<file path="src/rtl/rc4_pkg.sv">
// Shared definitions for the RC4 bridge and core: sizes, byte type, state encoding.
package rc4_pkg;

  localparam int KEY_LEN = 32;
  localparam int MSG_MAX = 64;

  localparam int KEY_AW = $clog2(KEY_LEN);
  localparam int MSG_AW = $clog2(MSG_MAX);
  localparam int CNT_W  = MSG_AW + 1;

  typedef logic [7:0]       byte_t;
  typedef logic [CNT_W-1:0] cnt_t;
  typedef logic [KEY_AW:0]  kcnt_t;

  localparam kcnt_t KEY_LAST = kcnt_t'(KEY_LEN - 1);
  localparam cnt_t  MSG_FULL = cnt_t'(MSG_MAX);

  typedef enum logic [2:0] {
    IDLE,
    LOAD_KEY,
    LOAD_MSG,
    SEND_KEY,
    RUN,
    REPORT
  } state_t;

endpackage

</file>
<file path="src/rtl/rc4_byte_buf.sv">
// Byte RAM with one synchronous write port and NRD asynchronous read ports.
module rc4_byte_buf
  import rc4_pkg::*;
#(
  parameter  int DEPTH = 32,
  parameter  int NRD   = 1,
  localparam int AW    = $clog2(DEPTH)
) (
  input  logic          clk,
  input  logic          we,
  input  logic [AW-1:0] waddr,
  input  byte_t         wdata,
  input  logic [AW-1:0] raddr [NRD],
  output byte_t         rdata [NRD]
);

  byte_t mem [DEPTH];

  // Write port: one byte per cycle when we is high.
  // NOTE: the storage array has no reset; contents survive rst and only
  // bytes below the live length/pointer values are ever consumed.
  always_ff @(posedge clk) begin
    if (we) begin
      mem[waddr] <= wdata;
    end
  end

  // Read ports: zero-latency lookups of the addressed bytes.
  always_comb begin
    for (int i = 0; i < NRD; i++) begin
      rdata[i] = mem[raddr[i]];
    end
  end

endmodule

</file>
<file path="src/rtl/rc4_host_bridge.sv">
// Host-link to RC4-core bridge: buffers key and message, feeds the core,
// captures ciphertext, and counts round-trip mismatches.
module rc4_host_bridge
  import rc4_pkg::*;
(
  input  logic       clk,
  input  logic       rst,
  input  logic       host_valid,
  input  logic [7:0] host_data,
  input  logic       host_last,
  output logic       host_ready,
  output logic       key_valid,
  output logic [7:0] key_in,
  input  logic       plain_read,
  output logic       plain_in_valid,
  output logic [7:0] plain_in,
  input  logic       cipher_write,
  input  logic [7:0] cipher_out,
  input  logic       cipher_read,
  output logic       cipher_in_valid,
  output logic [7:0] cipher_in,
  input  logic       plain_write,
  input  logic [7:0] plain_out,
  input  logic       done,
  output logic       busy,
  output logic       finish,
  output logic       overflow,
  output logic [6:0] msg_len,
  output logic [6:0] mismatch_cnt
);

  state_t state, state_nxt;
  kcnt_t  key_cnt;
  cnt_t   len_q, p_ptr, c_ptr, mis_q;
  logic   ovf_q, finish_q;

  logic host_acc, start_acc, p_avail, c_avail, cw_acc, pw_acc, msg_room;

  // plain_read and cipher_read only announce intent; the pointers move on
  // the matching write strobes, so the data stays stable in between.
  logic unused_reads;
  assign unused_reads = plain_read ^ cipher_read;

  assign host_acc  = host_valid && host_ready;
  assign start_acc = host_acc && (state == IDLE || state == REPORT);
  assign msg_room  = len_q < MSG_FULL;
  assign p_avail   = p_ptr < len_q;
  assign c_avail   = c_ptr < p_ptr;
  assign cw_acc    = (state == RUN) && cipher_write && p_avail;
  assign pw_acc    = (state == RUN) && plain_write && c_avail;

  // Key store: byte 0 lands on the session-start accept, the rest in LOAD_KEY.
  logic              key_we;
  logic [KEY_AW-1:0] key_waddr;
  logic [KEY_AW-1:0] key_raddr [1];
  byte_t             key_rdata [1];

  assign key_we       = start_acc || (host_acc && state == LOAD_KEY);
  assign key_waddr    = start_acc ? '0 : key_cnt[KEY_AW-1:0];
  assign key_raddr[0] = key_cnt[KEY_AW-1:0];

  rc4_byte_buf #(.DEPTH(KEY_LEN), .NRD(1)) u_key_buf (
    .clk   (clk),
    .we    (key_we),
    .waddr (key_waddr),
    .wdata (host_data),
    .raddr (key_raddr),
    .rdata (key_rdata)
  );

  // Plaintext store: port 0 feeds the core, port 1 is the compare reference.
  logic              pbuf_we;
  logic [MSG_AW-1:0] pbuf_raddr [2];
  byte_t             pbuf_rdata [2];

  assign pbuf_we       = host_acc && (state == LOAD_MSG) && msg_room;
  assign pbuf_raddr[0] = p_ptr[MSG_AW-1:0];
  assign pbuf_raddr[1] = c_ptr[MSG_AW-1:0];

  rc4_byte_buf #(.DEPTH(MSG_MAX), .NRD(2)) u_pbuf (
    .clk   (clk),
    .we    (pbuf_we),
    .waddr (len_q[MSG_AW-1:0]),
    .wdata (host_data),
    .raddr (pbuf_raddr),
    .rdata (pbuf_rdata)
  );

  // Ciphertext store: written at p_ptr by the core, read back at c_ptr.
  logic [MSG_AW-1:0] cbuf_raddr [1];
  byte_t             cbuf_rdata [1];

  assign cbuf_raddr[0] = c_ptr[MSG_AW-1:0];

  rc4_byte_buf #(.DEPTH(MSG_MAX), .NRD(1)) u_cbuf (
    .clk   (clk),
    .we    (cw_acc),
    .waddr (p_ptr[MSG_AW-1:0]),
    .wdata (cipher_out),
    .raddr (cbuf_raddr),
    .rdata (cbuf_rdata)
  );

  // State register with synchronous reset.
  // NOTE: sequential state uses non-blocking assignments so every register
  // samples the pre-edge values regardless of statement order.
  always_ff @(posedge clk) begin
    if (rst) begin
      state <= IDLE;
    end else begin
      state <= state_nxt;
    end
  end

  // Next-state decode.
  // NOTE: state_nxt gets a default first so no path leaves it unassigned
  // and no latch is inferred.
  always_comb begin
    state_nxt = state;
    case (state)
      IDLE, REPORT: if (host_acc) state_nxt = LOAD_KEY;
      LOAD_KEY:     if (host_acc && key_cnt == KEY_LAST) state_nxt = LOAD_MSG;
      LOAD_MSG:     if (host_acc && host_last) state_nxt = SEND_KEY;
      SEND_KEY:     if (key_cnt == KEY_LAST) state_nxt = RUN;
      RUN:          if (done) state_nxt = REPORT;
      default:      state_nxt = IDLE;
    endcase
  end

  // Output decode from state, pointers and live buffer reads.
  always_comb begin
    host_ready      = !rst && (state == IDLE || state == LOAD_KEY ||
                               state == LOAD_MSG || state == REPORT);
    key_valid       = (state == SEND_KEY);
    key_in          = (state == SEND_KEY) ? key_rdata[0] : 8'h00;
    busy            = !(state == IDLE || state == REPORT);
    plain_in_valid  = (state == RUN) && p_avail;
    cipher_in_valid = (state == RUN) && c_avail;
    plain_in        = pbuf_rdata[0];
    cipher_in       = cbuf_rdata[0];
    finish          = finish_q;
    overflow        = ovf_q;
    msg_len         = len_q;
    mismatch_cnt    = mis_q;
  end

  // Session counters, pointers, overflow flag and the finish pulse.
  always_ff @(posedge clk) begin
    if (rst) begin
      key_cnt  <= '0;
      len_q    <= '0;
      p_ptr    <= '0;
      c_ptr    <= '0;
      mis_q    <= '0;
      ovf_q    <= 1'b0;
      finish_q <= 1'b0;
    end else begin
      finish_q <= (state == RUN) && done;
      case (state)
        IDLE, REPORT: begin
          if (host_acc) begin
            key_cnt <= kcnt_t'(1);
            len_q   <= '0;
            p_ptr   <= '0;
            c_ptr   <= '0;
            mis_q   <= '0;
            ovf_q   <= 1'b0;
          end
        end
        LOAD_KEY: begin
          // Wrap to zero on the last key byte so SEND_KEY starts at key[0].
          if (host_acc) key_cnt <= (key_cnt == KEY_LAST) ? '0 : key_cnt + 1'b1;
        end
        LOAD_MSG: begin
          if (host_acc) begin
            if (msg_room) len_q <= len_q + 1'b1;
            else          ovf_q <= 1'b1;
          end
        end
        SEND_KEY: begin
          key_cnt <= key_cnt + 1'b1;
        end
        RUN: begin
          if (cw_acc) p_ptr <= p_ptr + 1'b1;
          if (pw_acc) begin
            c_ptr <= c_ptr + 1'b1;
            if (plain_out != pbuf_rdata[1]) mis_q <= mis_q + 1'b1;
          end
        end
        default: ;
      endcase
    end
  end

endmodule

</file>
<file path="config.mk">
export PLATFORM = sky130hd
export DESIGN_NAME = rc4_host_bridge
export DESIGN_NICKNAME = d
export VERILOG_FILES = /design/src/rtl/rc4_pkg.sv /design/src/rtl/rc4_byte_buf.sv /design/src/rtl/rc4_host_bridge.sv
export SDC_FILE = /design/constraint.sdc
export NUM_CORES = 1
export LEC_CHECK = 0
export BUFFER_PORTS_ARGS = -buffer_cell sky130_fd_sc_hd__buf_2
export CELL_PAD_IN_SITES_DETAIL_PLACEMENT = 1
export CELL_PAD_IN_SITES_GLOBAL_PLACEMENT = 1
export CORE_MARGIN = 2
export CORE_UTILIZATION = 60
export DETAILED_ROUTE_END_ITERATION = 7
export PLACE_DENSITY = 0.81
export RECOVER_POWER = 25
export SYNTH_ARGS = -nofsm -noshare
export SYNTH_HDL_FRONTEND = slang
export SYNTH_SLANG_ARGS = --single-unit
</file>
<file path="constraint.sdc">
create_clock -name clk -period 5.47 [get_ports clk]
set_input_delay 0.547 -clock clk [delete_from_list [all_inputs] [get_ports clk]]
set_output_delay 0.547 -clock clk [all_outputs]
set_load 0.05 [all_outputs]
</file>
==> results of run 1 <==
-- path summary, 6_finish.rpt --
kind                      to  cells after the start            start
min                   finish                      3             done
max reg2reg  mismatch_cnt[0]                     11             flop
min reg2reg  mismatch_cnt[1]                      2  mismatch_cnt[1]
max             cipher_in[5]                      6             flop
-- worst min-delay path: stages --
cell	delay [ns]
buf_2	0.10
inv_1	0.08
nor3_1	0.06
-- cell type report --
type	instances	area, µm²
Clock inverter	86	817.0
Clock buffer	161	3687
Antenna cell	2	5.005
Inverter	22	82.58
Timing Repair Buffer	132	904.6
Sequential cell	1336	39580
Tap cell	1254	1569
Fill cell	7360	30590
Multi-Input combinational cell	1157	15810
-- through the flow --
step / util, % / hold slack [ns]
global placement: 62.32 / 0.4841
detailed placement: 62.32 / 0.4972
global route: 67.12 / 0.09851
floorplan: - / 0.4618
finish: 67.13 / 0.09196
CTS: 67.16 / 0.06253
-- registers in the layout (all words and copies together) (netlist names), named ones only --
signal	flops
u_key_buf.mem	256
state	3
mismatch_cnt	7
p_ptr	7
u_cbuf.mem	512
finish	1
c_ptr	7
u_pbuf.mem	512
key_cnt	6
overflow	1
msg_len	7
-- power by group --
| part | switching, W | total [W] | internal, W |
|---|---|---|---|
| Sequential | 0.0000364 | 0.0113 | 0.0112 |
| Combinational | 0.000465 | 0.000764 | 0.000299 |
| Clock | 0.00405 | 0.00954 | 0.00549 |
| Total | 0.00455 | 0.0216 | 0.0170 |
-- cell families (layout without fill, tap and decap cells) --
family / after synthesis / in the layout / synth area share (%)
flip-flops: 1336 / 1336 / 70.38
adder cells (fa/ha/maj): 17 / 17 / 0.3784
multiplexers: 602 / 602 / 22.83
buffers and inverters: 184 / 401 / 1.494
AO/OA/AOI/OAI: 116 / 116 / 1.376
XOR/XNOR: 35 / 35 / 0.5454
AND/OR/NAND/NOR: 387 / 387 / 3.005
other: 0 / 2 / 0
-- metal layers --
metal  share of wire [%]  GRT usage, %
met1                  37         45.16
met2                  50         52.86
met3                 9.6         6.709
met5               0.024             0
met4                 3.5         11.65
-- cells in the final DEF, fill, tap and decap left out, types with 28 or more instances in the layout --
cell type | synthesis | routed
edfxtp_1 | 1280 | 1280
mux4_2 | 543 | 543
nor2_1 | 229 | 229
clkbuf_16 | 0 | 144
buf_2 | 26 | 71
mux2i_1 | 51 | 51
nand2_1 | 50 | 50
dfxtp_1 | 56 | 45
buf_4 | 11 | 42
nand3_1 | 34 | 34
clkinv_1 | 2 | 28
==> summary.md, run 1 <==
| Metric | Value |
|---|---|
| Setup bufs post-CTS | `0` |
| Fin cells | `4150` |
| Main flop type after synthesis | `edfxtp_1` |
| Worst-path fanout max | `65` |
| Final wirelength | `152.0 mm` |
| Max VDD drop | `285.6 µV` |
| CP peak stage delay | `0.91 ns` |
| Worst Clk Skew | `0.01668 ns` |
| Total gr overflow | `0` |
| Slew @ Worst Pin | `5.030 ns` |
| RSZ-0062 raised after global routing | `false` |
| Cell family with most CP delay | `multiplexers` |
| FF-to-FF setup slack | `0.91 ns` |
| Num CTS Buffers | `137` |
| Max cap viols | `10` |
| Pleak | `18.74 nW` |
| Vias | `29750` |
| Top cell by count, worst path | `mux4_2` |
| Post-DP Area | `57990 µm²` |
| Status | `finished, violations left` |
| #FFs+latches synth | `1336` |
| Crit share post-route | `92.68%` |
| Post-synth EDFFs | `1280` |
| Initial antenna violation count | `7` |
| Worst setup margin | `0.4005 ns` |
| I/O Buffers | `75` |
| Fin nets | `2836` |
| Sequential-to-total area share from yosys stat | `70.38%` |
| Yosys Warn Count | `0` |
| ANT nets after route | `0` |
| Slew Viols, Final | `779` |
| FFs w/ async S/R, synth | `0%` |
| Most common cell in the netlist | `edfxtp_1` |
| Crit start category | `flop` |
| Boundary Pins | `78` |
| Failing checks | `max-capacitance violations, max-slew violations` |
| Worst Path Arrival | `4.52 ns` |
| Pwr Total | `0.02157 W` |
| Critical Path RT | `4.92 ns` |
| Die Ht | `310.1 µm` |
| Global-route wire length before repair | `221.6 mm` |
| Syn Area/Cell | `21.00 µm²` |
| Worst hold path type | `in -> reg` |
| Cell taking the most area after synthesis | `edfxtp_1` |
| Die ar. | `96150 µm²` |
| Post-cts sizing count | `0` |
| Slew HR | `-235.3%` |
| Setup CP Type | `reg -> out` |
| Cells along the critical path | `buf_12 > buf_12 > mux4_2 > mux4_2 > mux4_2 > buf_2` |
| Largest net degree at the start of global routing | `97` |
| Max Fclk | `197.3 MHz` |
| Sink Count | `1336` |
| Mapped Area | `56210 µm²` |
| Most frequent cells after synthesis | `edfxtp_1, mux4_2, nor2_1` |
| Die W | `310.1 µm` |
| Core footprint | `93050 µm²` |
| CTS max path bufs | `3` |
| Syn-to-layout area delta | `11.12%` |
| Final min period | `5.069 ns` |
| Setup crit end kind | `output port` |
| Netlist cell types | `60` |
| Pre-Repair DR Iteration Count | `5` |
| Pre-CTS setup slack | `1.004 ns` |
| Starting density of the core | `60.41%` |
| Final TNS setup | `0 ns` |
| GP Congestion | `0.8579` |
| Vias in the first global route | `30980` |
| # placed instances | `3901` |
| Final Cell Area | `62460 µm²` |
| WP buf/inv | `3` |
| H-tree Lvls | `4` |
| CTS tree | `built` |
| Post-DP HPWL | `92.18 mm` |
| CTS Hold Bufs | `0` |
| Share of cells above drive strength 1 | `31.03%` |
| Overall Global Routing Usage | `32.72%` |
| DR vias/cell | `7.169` |
| Share of the synthesized area in the top cell type | `68.38%` |
| Finish-stage setup viols | `0` |
| WL/cell | `36.63 µm` |
| DR iter-0 viols | `4211` |
| Row count | `112` |
| Syn nets | `2727` |
| Synthesized instance count | `2677` |
| Drt drc | `0` |
| CTS root buf | `clkbuf_16` |
| Slowest cell on the critical path | `dfxtp_4` |
| Power Density | `345.3 nW/µm²` |
| Clock transition at path regs | `0.07 ns` |
| Latest clock arrival within the worst-skew pair | `0.75 ns` |
| Ranking of synthesized cells by area | `edfxtp_1, mux4_2, dfxtp_1` |
| Hold violation count in the final report | `0` |
Power figures use the tool's default switching activity.
==> inputs of run 2 (changes only) <==
--- a/config.mk
+++ b/config.mk
@@ -12,7 +12,7 @@
 export CORE_UTILIZATION = 60
 export DETAILED_ROUTE_END_ITERATION = 7
 export PLACE_DENSITY = 0.81
-export RECOVER_POWER = 25
+export RECOVER_POWER = 50
 export SYNTH_ARGS = -nofsm -noshare
 export SYNTH_HDL_FRONTEND = slang
 export SYNTH_SLANG_ARGS = --single-unit
==> run 2 against run 1 <==
Net effect: the flow still finishes with violations (max-capacitance violations, max-slew violations); routed wire length is 0.11% lower; total power about the same; flip-flop and latch count unchanged.
==> summary.md, run 2 (synthesized netlist as in run 1, its figures left out) <==
| Metric | Value |
|---|---|
| Status | `finished, violations left (unchanged)` |
| Failing checks | `max-capacitance violations, max-slew violations (unchanged)` |
| Worst Clk Skew | `0.01606 ns (was 0.01668 ns)` |
| Worst setup endpoint | `cipher_in[5] (unchanged)` |
| Pwr Total | `0.02157 W (about the same)` |
| Share of cells above drive strength 1 | `30.10% (was 31.03%)` |
| Vias in the first global route | `30980 (unchanged)` |
| CTS root buf | `clkbuf_16 (unchanged)` |
| Slowest cell on the critical path | `dfxtp_4 (unchanged)` |
| CP peak stage delay | `0.91 ns (about the same)` |
| RSZ-0062 raised after global routing | `false (unchanged)` |
| Final wirelength | `151.9 mm (was 152.0 mm)` |
| Power Density | `345.5 nW/µm² (was 345.3 nW/µm²)` |
| Die W | `310.1 µm (unchanged)` |
| Drt drc | `0 (unchanged)` |
| Worst hold path type | `in -> reg (unchanged)` |
| Pre-CTS setup slack | `1.004 ns (unchanged)` |
| Commonest non-fill, non-tap cell in the layout | `edfxtp_1 (unchanged)` |
| Crit Reg-Reg Endpoint | `mismatch_cnt[0] (unchanged)` |
| Pleak | `18.63 nW (was 18.74 nW)` |
| CTS tree | `built (unchanged)` |
| Max cap viols | `18 (was 10)` |
| H-tree Lvls | `4 (unchanged)` |
| Starting density of the core | `60.41% (unchanged)` |
| Total gr overflow | `0 (unchanged)` |
| FF-to-FF setup slack | `0.93 ns (was 0.91 ns)` |
| Die ar. | `96150 µm² (unchanged)` |
| # placed instances | `3901 (unchanged)` |
| Pre-Repair DR Iteration Count | `5 (unchanged)` |
| Largest registers | `u_cbuf.mem x512, u_pbuf.mem x512, u_key_buf.mem x256 (unchanged)` |
| Hold violation count in the final report | `0 (unchanged)` |
| Min Hold Slack | `0.09098 ns (was 0.09196 ns)` |
| Most frequent cells in the layout | `edfxtp_1, mux4_2, nor2_1, clkbuf_16 (was edfxtp_1, mux4_2, nor2_1, clkbuf_16, buf_2)` |
| Global-route wire length before repair | `221.6 mm (unchanged)` |
| Vias | `29720 (was 29750)` |
| Setup bufs post-CTS | `0 (unchanged)` |
| Fin cells | `4149 (was 4150)` |
| Latest clock arrival within the worst-skew pair | `0.76 ns (was 0.75 ns)` |
| Final min period | `5.051 ns (was 5.069 ns)` |
| Worst-path fanout max | `65 (unchanged)` |
| I/O Buffers | `75 (unchanged)` |
| Initial antenna violation count | `7 (unchanged)` |
| CTS Hold Bufs | `0 (unchanged)` |
| Worst r2r path cells | `11 (unchanged)` |
| Critical Path RT | `4.92 ns (about the same)` |
| Setup CP Type | `reg -> out (unchanged)` |
| Syn-to-layout area delta | `11.05% (was 11.12%)` |
| CTS max path bufs | `3 (unchanged)` |
| Slew HR | `-239.3% (was -235.3%)` |
| Crit start category | `flop (unchanged)` |
| Largest net degree at the start of global routing | `97 (unchanged)` |
| Overall Global Routing Usage | `32.72% (unchanged)` |
| WL/cell | `36.60 µm (was 36.63 µm)` |
| Finish-stage setup viols | `0 (unchanged)` |
| Crit share post-route | `92.35% (was 92.68%)` |
| GP Congestion | `0.8579 (unchanged)` |
| Setup crit end kind | `output port (unchanged)` |
| Top cell by count, worst path | `mux4_2 (unchanged)` |
| Num CTS Buffers | `137 (unchanged)` |
| Die Ht | `310.1 µm (unchanged)` |
| Max Fclk | `198.0 MHz (was 197.3 MHz)` |
| Sink Count | `1336 (unchanged)` |
| Post-DP HPWL | `92.18 mm (unchanged)` |
| Slew Viols, Final | `1308 (was 779)` |
| Fin nets | `2836 (unchanged)` |
| DR vias/cell | `7.163 (was 7.169)` |
| ANT nets after route | `0 (unchanged)` |
| Slew @ Worst Pin | `5.090 ns (was 5.030 ns)` |
| Post-cts sizing count | `0 (unchanged)` |
| Worst Path Arrival | `4.50 ns (was 4.52 ns)` |
| DR iter-0 viols | `4133 (was 4211)` |
| Boundary Pins | `78 (unchanged)` |
| Worst setup margin | `0.4185 ns (was 0.4005 ns)` |
| Cells along the critical path | `buf_12 > buf_12 > mux4_2 > mux4_2 > mux4_2 > buf_2 (unchanged)` |
| Max VDD drop | `280.6 µV (was 285.6 µV)` |
| Row count | `112 (unchanged)` |
| Clock transition at path regs | `0.07 ns (about the same)` |
| Core footprint | `93050 µm² (unchanged)` |
| Final TNS setup | `0 ns (unchanged)` |
-- run 2: cell types whose count changed in the layout (fill, tap and decap cells not counted), sizes merged --
cell | before | now
buf | 123 | 96
clkbuf | 170 | 197
diode | 2 | 1
-- run 2: worst min-delay path by stage --
stage                                from              end  slack, ns  cells past startpoint
after floorplan                  c_ptr[6]         c_ptr[6]       0.46                      2
after detailed placement  mismatch_cnt[6]  mismatch_cnt[6]       0.50                      2
after global routing                 done           finish        0.1                      3
final                                done           finish       0.09                      3
after global placement           c_ptr[6]         c_ptr[6]       0.48                      2
after CTS                            done           finish       0.06                      3
-- run 2: metrics by stage --
stage	utilization, %	instance area, µm²
global route	67.08	62410
finish	67.08	62420
global placement	62.32	57990
detailed placement	62.32	57990
floorplan	-	56210
CTS	67.16	62490
-- run 2: worst max-delay path: cells and delay by family, from the launching register on --
kind | cells | cell delay, ns
multiplexers | 3 | 1.69
buffers and inverters | 3 | 1.04
flip-flops | 1 | 0.91
-- run 2: cell type report --
class | instances | area [µm²]
flip-flops and latches | 1336 | 39580
inverters | 22 | 82.58
multi-input cells | 1157 | 15810
diodes | 1 | 2.502
clock buffers | 161 | 3687
well taps | 1254 | 1569
fillers | 7375 | 30630
repair buffers | 132 | 863.3
clock inverters | 86 | 817.0
-- run 2: metal layers --
layer	vias up	part of all wire, %	GRT usage (%)
met5	-	0.026	0
met2	1972	50	52.86
li1	11530	-	-
met4	8	3.5	11.65
met3	335	9.6	6.709
met1	15880	37	45.16
-- run 2: report_power, final --
part,switching [W],leakage (nW),internal (W)
logic,0.000465,4.47,0.000296
clock network,0.00404,2.20,0.00549
registers,0.0000362,12.0,0.0112
total,0.00454,18.6,0.0170
